File: src/rtl/rs_stream_encoder.sv
// Streaming systematic Reed-Solomon encoder over GF(2^SYM_W).
// Message symbols pass straight through. After the message, NPAR parity
// symbols are drained from an LFSR polynomial divider.
// Optional feature macro: RS_ENC_SHORTEN_EN adds an s_last input that ends
// the message early, giving a shortened code.
module rs_stream_encoder #(
  parameter int                         SYM_W     = 4,
  parameter int                         N         = 15,
  parameter int                         K         = 11,
  parameter logic [SYM_W:0]             PRIM_POLY = 5'h13,
  parameter logic [(N-K)*SYM_W-1:0]     GEN_POLY  = 16'hDC87
) (
  input  logic             clk,
  input  logic             rst,
  input  logic             s_valid,
  output logic             s_ready,
  input  logic [SYM_W-1:0] s_data,
`ifdef RS_ENC_SHORTEN_EN
  input  logic             s_last,
`endif
  output logic             m_valid,
  input  logic             m_ready,
  output logic [SYM_W-1:0] m_data,
  output logic             m_parity,
  output logic             m_last,
  output logic [15:0]      cw_count
);

  localparam int NPAR  = N - K;
  localparam int CNT_W = $clog2(N + 1);

  typedef enum logic {S_DATA, S_PARITY} state_t;

  state_t                         state_q;
  logic [CNT_W-1:0]               sym_cnt_q;
  logic [NPAR-1:0][SYM_W-1:0]     par_q;
  logic [NPAR-1:0][SYM_W-1:0]     par_acc_d;
  logic [NPAR-1:0][SYM_W-1:0]     par_shift_d;
  logic                           m_valid_q;
  logic [SYM_W-1:0]               m_data_q;
  logic                           m_parity_q;
  logic                           m_last_q;
  logic [15:0]                    cw_count_q;
  logic [SYM_W-1:0]               fb;
  logic                           out_free;
  logic                           accept;
  logic                           last_msg;
  logic                           last_par;

  // GF(2^SYM_W) multiply: shift-and-add with reduction by the primitive polynomial
  function automatic logic [SYM_W-1:0] gfmul(input logic [SYM_W-1:0] a,
                                             input logic [SYM_W-1:0] b);
    logic [SYM_W-1:0] p;
    logic [SYM_W-1:0] aa;
    p  = '0;
    aa = a;
    for (int i = 0; i < SYM_W; i++) begin
      if (b[i]) p = p ^ aa;
      if (aa[SYM_W-1]) aa = (aa << 1) ^ PRIM_POLY[SYM_W-1:0];
      else             aa = aa << 1;
    end
    return p;
  endfunction

  assign out_free = !m_valid_q || m_ready;
  assign s_ready  = (state_q == S_DATA) && out_free && !rst;
  assign accept   = s_valid && s_ready;
  assign fb       = s_data ^ par_q[NPAR-1];
  assign last_par = (sym_cnt_q == CNT_W'(NPAR - 1));

`ifdef RS_ENC_SHORTEN_EN
  // A flagged symbol closes the message early; the K-th symbol always does
  assign last_msg = (sym_cnt_q == CNT_W'(K - 1)) || s_last;
`else
  assign last_msg = (sym_cnt_q == CNT_W'(K - 1));
`endif

  // Next divider contents: feedback step on accept, plain shift while draining
  always_comb begin
    par_acc_d   = '0;
    par_shift_d = '0;
    par_acc_d[0] = gfmul(fb, GEN_POLY[SYM_W-1:0]);
    for (int i = 1; i < NPAR; i++) begin
      par_acc_d[i]   = par_q[i-1] ^ gfmul(fb, GEN_POLY[i*SYM_W +: SYM_W]);
      par_shift_d[i] = par_q[i-1];
    end
  end

  // Control FSM, divider state and single-entry output register
  always_ff @(posedge clk) begin
    if (rst) begin
      state_q    <= S_DATA;
      sym_cnt_q  <= '0;
      par_q      <= '0;
      m_valid_q  <= 1'b0;
      m_data_q   <= '0;
      m_parity_q <= 1'b0;
      m_last_q   <= 1'b0;
      cw_count_q <= '0;
    end else begin
      if (m_valid_q && m_ready && m_last_q) cw_count_q <= cw_count_q + 16'd1;

      if (accept) begin
        par_q      <= par_acc_d;
        m_valid_q  <= 1'b1;
        m_data_q   <= s_data;
        m_parity_q <= 1'b0;
        m_last_q   <= 1'b0;
        if (last_msg) begin
          state_q   <= S_PARITY;
          sym_cnt_q <= '0;
        end else begin
          sym_cnt_q <= sym_cnt_q + 1'b1;
        end
      end else if (state_q == S_PARITY && out_free) begin
        // After NPAR shifts the divider is naturally back to all-zero
        par_q      <= par_shift_d;
        m_valid_q  <= 1'b1;
        m_data_q   <= par_q[NPAR-1];
        m_parity_q <= 1'b1;
        m_last_q   <= last_par;
        if (last_par) begin
          state_q   <= S_DATA;
          sym_cnt_q <= '0;
        end else begin
          sym_cnt_q <= sym_cnt_q + 1'b1;
        end
      end else if (m_ready) begin
        m_valid_q <= 1'b0;
      end
    end
  end

  assign m_valid  = m_valid_q;
  assign m_data   = m_data_q;
  assign m_parity = m_parity_q;
  assign m_last   = m_last_q;
  assign cw_count = cw_count_q;

endmodule

File: config.mk
export PLATFORM = sky130hd
export DESIGN_NAME = rs_stream_encoder
export DESIGN_NICKNAME = d
export VERILOG_FILES = /design/src/rtl/rs_stream_encoder.sv
export SDC_FILE = /design/constraint.sdc
export NUM_CORES = 1
export LEC_CHECK = 0
export BUFFER_PORTS_ARGS = -buffer_cell sky130_fd_sc_hd__clkbuf_2
export CAP_MARGIN = 0
export CORE_MARGIN = 1
export CORE_UTILIZATION = 63
export CTS_BUF_LIST = sky130_fd_sc_hd__clkbuf_8
export DETAILED_ROUTE_END_ITERATION = 8
export PLACE_DENSITY_LB_ADDON = 0.15
export RECOVER_POWER = 50
export SETUP_SLACK_MARGIN = 0.3
export SLEW_MARGIN = 0
export SYNTH_ARGS = -nofsm -noshare
export SYNTH_HDL_FRONTEND = slang
export SYNTH_SLANG_ARGS = --single-unit
File: constraint.sdc
create_clock -name clk -period 3.4 [get_ports clk]
set_clock_uncertainty 0.05 [all_clocks]
set_input_delay 0.17 -clock clk [delete_from_list [all_inputs] [get_ports clk]]
set_output_delay 0.17 -clock clk [all_outputs]
set_load 0.005 [all_outputs]
==> summary.md, run 1 <==
| Metric | Value |
|---|---|
| Leakage power | 0.880 nW |
| Routed via count | 1,801 |
| H-tree levels | 2 |
| Core Rows | 20 |
| CTS tree | done |
| Worst-path cell chain | nor3_1 > nand2_1 > xor2_1 > a211oi_1 |
| Hold Path Origin | s_data[1] |
| Main synth FF type | dfxtp_1 |
| Post-Synthesis Net Count | 265 |
| CP endpoint kind | flip-flop |
| Post-CTS sizing | 0 |
| Post-Synthesis Cells | 254 |
| Wire length per cell | 13.5 µm |
| Count of different cell masters after synthesis | 40 |
| Root Buffer Master | clkbuf_8 |
| Sink Count | 44 |
| Slew margin rel. | 28.5% |
| Die Y-Extent | 60.6 µm |
| Setup violators final | 0 |
| Final WL | 4.41 mm |
| Placed Area | 2320 µm² |
| Critical path's largest stage delay | 0.93 ns |
| Final nets | 293 |
| Hold Slack | 0.122 ns |
| Core area | 3150 µm² |
| Register area | 881 µm² |
| Fin. Hold Viols | 0 |
| Hold_buf cts | 0 |
| Reg2reg setup slack | 1.11 ns |
| RSZ-0062 raised after global routing | false |
| Fmax | 437 MHz |
| Total global routing overflow | 0 |
| Total negative slack | 0 ns |
| Gr usage total | 26.0% |
| DR pass1 iterations | 4 |
| Via/cell ratio | 5.51 |
| Tmin final | 2.29 ns |
| R2R cell count | 4 |
| Ant. Diodes | 0 |
| Share of cells above drive strength 1 | 9.54% |
| CP Max Fanout | 19 |
| IO Port Bufs | 31 |
| Vias in the first global route | 1,506 |
| Worst setup path startpoint | state_q |
| Die area | 3670 µm² |
| Least-Margin Pin Slew | 1.06 ns |
| Hold Path Cell Cnt | 3 |
| Flops & latches, synth | 44 |
| Area grow syn2layout | 10.6% |
| Hold endpoint | m_data[1] |
| Non-Filler Instances | 327 |
| TritonCTS buffer count | 5 |
| Terminus of the critical flop-to-flop path | par_q[8] |
| Post-CTS Setup Bufs | 0 |
| Post-synth EDFFs | 0 |
| Post-Layout Inst Area | 2390 µm² |
| Clk pin slew, worst setup/hold paths | 0.08 ns |
| Most frequent cells in the layout | dfxtp_1 (44), nor2_1 (42), nand2_1 (20) |
| Status | finished, final reports clean |
| Ys async rst share | 0% |
| Final-layout fill cell count | 250 |
| Final Max Slew Viols | 0 |
| Initial DRC count | 122 |
| Ports | 32 |
| Multi-input gate area | 1200 µm² |
| Leading cell type in the layout, fill and taps excluded | dfxtp_1 |
| Worst hold path class | in2reg |
| DR DRC count | 0 |
| Antenna Nets Post-Route | 0 |
| Mapped Area | 2160 µm² |
| Placed Cells | 319 |
| CP max-delay cell | nor3_1 |
| Gpl congestion | 0.876 |
| Tcrit/Tclk final | 67.4% |
| Post-Syn Area per Cell | 8.51 µm² |
| Global-route wire length before repair | 6.96 mm |
| Initial Utilization | 68.6% |
| Peak supply drop | 0.383 mV |
| Worst EP arrival | 2.46 ns |
| FF-to-FF Start | state_q |
| Latest clock arrival within the worst-skew pair | 0.30 ns |
| CTS Buffer Depth | 2 |
| Post-DP HPWL | 3.05 mm |
| Required time of the critical path | 3.57 ns |
| PD cells | 443 nW/µm² |
| Register area share after synthesis | 40.7% |
| Initial antenna violation count | 0 |
| Synthesis warning total | 0 |
| Largest net degree at the start of global routing | 32 |
| Die W | 60.6 µm |
| WS Path Type | reg2reg |
| Startpoint types | flip-flop |
| Max_cap viols | 0 |
[flip-flops by register name (all words and copies together), names as in the netlist]
name,flops
cw_count,16
sym_cnt_q,4
m_parity,1
m_data,4
state_q,1
m_last,1
m_valid,1
par_q,16
[synthesized netlist by cell type, types with 3 or more instances]
library cell | instances | area, µm²
a211oi_1 | 8 | 60.1
a21oi_1 | 15 | 75.1
a311oi_1 | 4 | 35.0
and3_1 | 3 | 18.8
clkbuf_1 | 7 | 26.3
dfxtp_1 | 44 | 881
ha_1 | 3 | 37.5
inv_1 | 3 | 11.3
nand2_1 | 20 | 75.1
nand3_1 | 8 | 40.0
nor2_1 | 42 | 158
nor2b_1 | 3 | 18.8
nor3_1 | 12 | 60.1
o21ai_0 | 13 | 65.1
or3_1 | 7 | 43.8
xnor2_1 | 17 | 149
xor2_1 | 14 | 123
[layer usage]
layer  up-vias  routed length [µm]  global-route usage (%)
li1        933                   -                       -
met1       815                2160                    37.7
met2        43                1940                    37.2
met3        10                 230                    7.04
met4         0                  72                    8.77
met5         -                   0                       0
[worst max-delay path, delay by kind of cell (launching register included)]
family | cells | cell delay (ns)
compound gates | 1 | 0.23
xor+xnor | 1 | 0.24
flops | 1 | 0.49
simple gates | 2 | 1.20
[per-stage QoR]
stage	setup WS [ns]	power, mW	util (%)
finish	1.11	1.06	75.9
CTS	1.46	1.07	76.7
floorplan	1.69	0.699	-
global placement	1.52	0.732	73.7
global route	0.868	1.11	75.9
detailed placement	1.43	0.735	73.7
[how the worst max path moves through the flow]
stage                end  slack, ns  cells after the start
2_1_floorplan   par_q[7]       1.69                      5
3_3_place_gp   par_q[12]       1.52                      6
3_5_place_dp    par_q[8]       1.43                      6
4_1_cts        par_q[12]       1.46                      4
5_1_grt         par_q[8]       0.87                      4
6_report        par_q[8]       1.11                      4
[kinds of logic (layout without fill, tap and decap cells)]
family / after synthesis / after routing / synth area share, %
adder cells (fa/ha/maj): 3 / 3 / 1.74
multiplexers: 2 / 2 / 0.926
buffers and inverters: 15 / 44 / 3.41
XOR/XNOR: 34 / 34 / 15.4
AO/OA/AOI/OAI: 48 / 48 / 13.6
flip-flops: 44 / 44 / 40.7
AND/OR/NAND/NOR: 108 / 108 / 24.2
[power breakdown]
part | internal [mW] | total, mW | switching (mW)
logic | 0.0758 | 0.169 | 0.0934
clock network | 0.162 | 0.335 | 0.173
registers | 0.538 | 0.557 | 0.0195
total | 0.775 | 1.06 | 0.285
[cell type report]
class | instances | share of cell area, %
Multi-Input combinational cell | 195 | 50.3
Timing Repair Buffer | 33 | 6.22
Sequential cell | 44 | 36.8
Clock inverter | 2 | 0.471
Clock buffer | 6 | 3.45
Tap cell | 44 | 2.30
Inverter | 3 | 0.471
(Power assumes the default switching activity.)
==> inputs of run 2 (changes only) <==
Settings changed: CORE_UTILIZATION 63 to 59.
Clock period 3.4 ns to 2.2 ns, I/O delays scaled along.
==> run 2 against run 1 <==
Against the previous run: critical endpoint is now par_q[3]; sequential cell count unchanged; worst setup slack got worse by 0.82 ns; sequential power increased by 54%.
==> summary.md, run 2 (same netlist as run 1, synthesis figures left out) <==
| Metric | Value |
|---|---|
| Routed via count | 1,849 |
| Setup crit end | par_q[3] |
| Via/cell ratio | 5.54 |
| Terminus of the critical flop-to-flop path | par_q[3] |
| Fin. Hold Viols | 0 |
| Core area | 3420 µm² |
| Area grow syn2layout | 14.9% |
| Placed Area | 2360 µm² |
| Leading cell type in the layout, fill and taps excluded | dfxtp_1 |
| Post-Layout Inst Area | 2480 µm² |
| Die area | 3910 µm² |
| Total negative slack | 0 ns |
| Final nets | 298 |
| Gr usage total | 26.0% |
| Initial Utilization | 63.3% |
| Peak supply drop | 0.570 mV |
| FF-to-FF Start | m_valid |
| Max_cap viols | 0 |
| Worst EP arrival | 2.04 ns |
| Core Rows | 21 |
| Largest net degree at the start of global routing | 28 |
| Die Y-Extent | 62.5 µm |
| DR pass1 iterations | 4 |
| Post-DP HPWL | 3.16 mm |
| R2R cell count | 5 |
| Hold Path Cell Cnt | 3 |
| Post-CTS Setup Bufs | 0 |
| CTS tree | done |
| Most frequent cells in the layout | dfxtp_1 (43), nor2_1 (42), clkbuf_2 (26) |
| Pint | 1.33 mW |
| CP endpoint kind | flip-flop |
| Fmax | 524 MHz |
| Leakage power | 0.968 nW |
| Initial antenna violation count | 0 |
| Clock power share | 36.5% |
| Initial DRC count | 109 |
| Ant. Diodes | 0 |
| Combinational power share | 15.4% |
| Total global routing overflow | 0 |
| Tcrit/Tclk final | 86.7% |
| Reg2reg setup slack | 0.29 ns |
| Psw | 0.457 mW |
| TritonCTS buffer count | 5 |
| Vias in the first global route | 1,732 |
| PD cells | 719 nW/µm² |
| Placed Cells | 326 |
| CP Max Fanout | 12 |
| Multi-input gate area | 1210 µm² |
| Die W | 62.5 µm |
| Least-Margin Pin Slew | 0.739 ns |
| Final Max Slew Viols | 0 |
| Final WL | 4.55 mm |
| Status | finished, final reports clean |
| Register area | 882 µm² |
| Latest clock arrival within the worst-skew pair | 0.30 ns |
| Net Sw Frac | 25.6% |
| Share of cells above drive strength 1 | 16.0% |
| Antenna Nets Post-Route | 0 |
| Wire length per cell | 13.6 µm |
| DR DRC count | 0 |
| Clk pin slew, worst setup/hold paths | 0.09 ns |
| Tmin final | 1.91 ns |
| Setup violators final | 0 |
| CTS Buffer Depth | 2 |
| RSZ-0062 raised after global routing | false |
| Global-route wire length before repair | 8.06 mm |
| Ports | 32 |
| IO Port Bufs | 31 |
| Final-layout fill cell count | 284 |
| Root Buffer Master | clkbuf_8 |
| Required time of the critical path | 2.33 ns |
| Slew margin rel. | 50.2% |
| Worst hold path class | in2reg |
| Non-Filler Instances | 334 |
| Sink Count | 44 |
| Sequential power share | 48.2% |
| Startpoint types | flip-flop |
| WS Path Type | reg2reg |
| Worst setup path startpoint | m_valid |
| Gpl congestion | 0.802 |
| H-tree levels | 2 |
run 2: cell count changes in the layout (fill, tap and decap cells not counted), moves of 2 or more:
| cell | change |
|---|---|
| xnor2_1 | -2 |
| xnor2_2 | +2 |
| clkbuf_1 | -11 |
| clkbuf_2 | +12 |
| buf_4 | +4 |
run 2: worst min-delay path by stage:
stage	start	end	slack, ns
6_report	s_data[1]	m_data[1]	0.09
5_1_grt	s_valid	m_valid	0.13
4_1_cts	s_data[1]	m_data[1]	0.07
3_5_place_dp	s_data[1]	m_data[1]	0.39
3_3_place_gp	s_data[1]	m_data[1]	0.38
2_1_floorplan	s_valid	m_valid	0.18
run 2: power by group through the flow:
stage / sequential [mW] / combinational [mW] / clock (mW)
finish: 0.860 / 0.274 / 0.651
global route: 0.866 / 0.302 / 0.701
CTS: 0.859 / 0.273 / 0.662
detailed placement: 0.877 / 0.269 / 0
global placement: 0.875 / 0.264 / 0
floorplan: 0.872 / 0.209 / 0
run 2: area by class of cell:
class                      instances  share of cell area (%)
tap                               46                    2.32
clock inverter                     2                    1.56
timing repair buffer              38                    7.96
multi-input combinational        195                    48.9
sequential                        44                    35.5
clock buffer                       6                    3.32
inverter                           3                   0.453
run 2: per-layer routing:
metal  track usage [%]  up-vias  part of all wire [%]
li1                  -      942                     -
met1              34.9      853                    48
met2              42.0       49                    46
met3              4.93        5                   5.3
met4              8.72        0                   1.2
met5                 0        -                     0
run 2: stage by stage:
stage	total power [mW]	util [%]	hold WS (ns)	setup slack [ns]
after floorplan	1.08	-	0.185	0.490
after global placement	1.14	69.2	0.376	0.461
after detailed placement	1.15	69.2	0.392	0.422
after CTS	1.79	72.8	0.0746	0.370
after global routing	1.87	72.7	0.130	0.185
final	1.79	72.7	0.0879	0.292
run 2: what timing repair did:
item,4_1_cts,5_1_grt
setup endpoints to repair,0,4
hold buffers,0,0
gates resized for setup,0,3
run 2: critical path, cell delays in order, from the launching register on:
cell and delay, ns:
dfxtp_1 0.35, nand2b_1 0.08, clkbuf_1 0.44, o21ai_0 0.44, a22oi_1 0.35, nor2_1 0.08
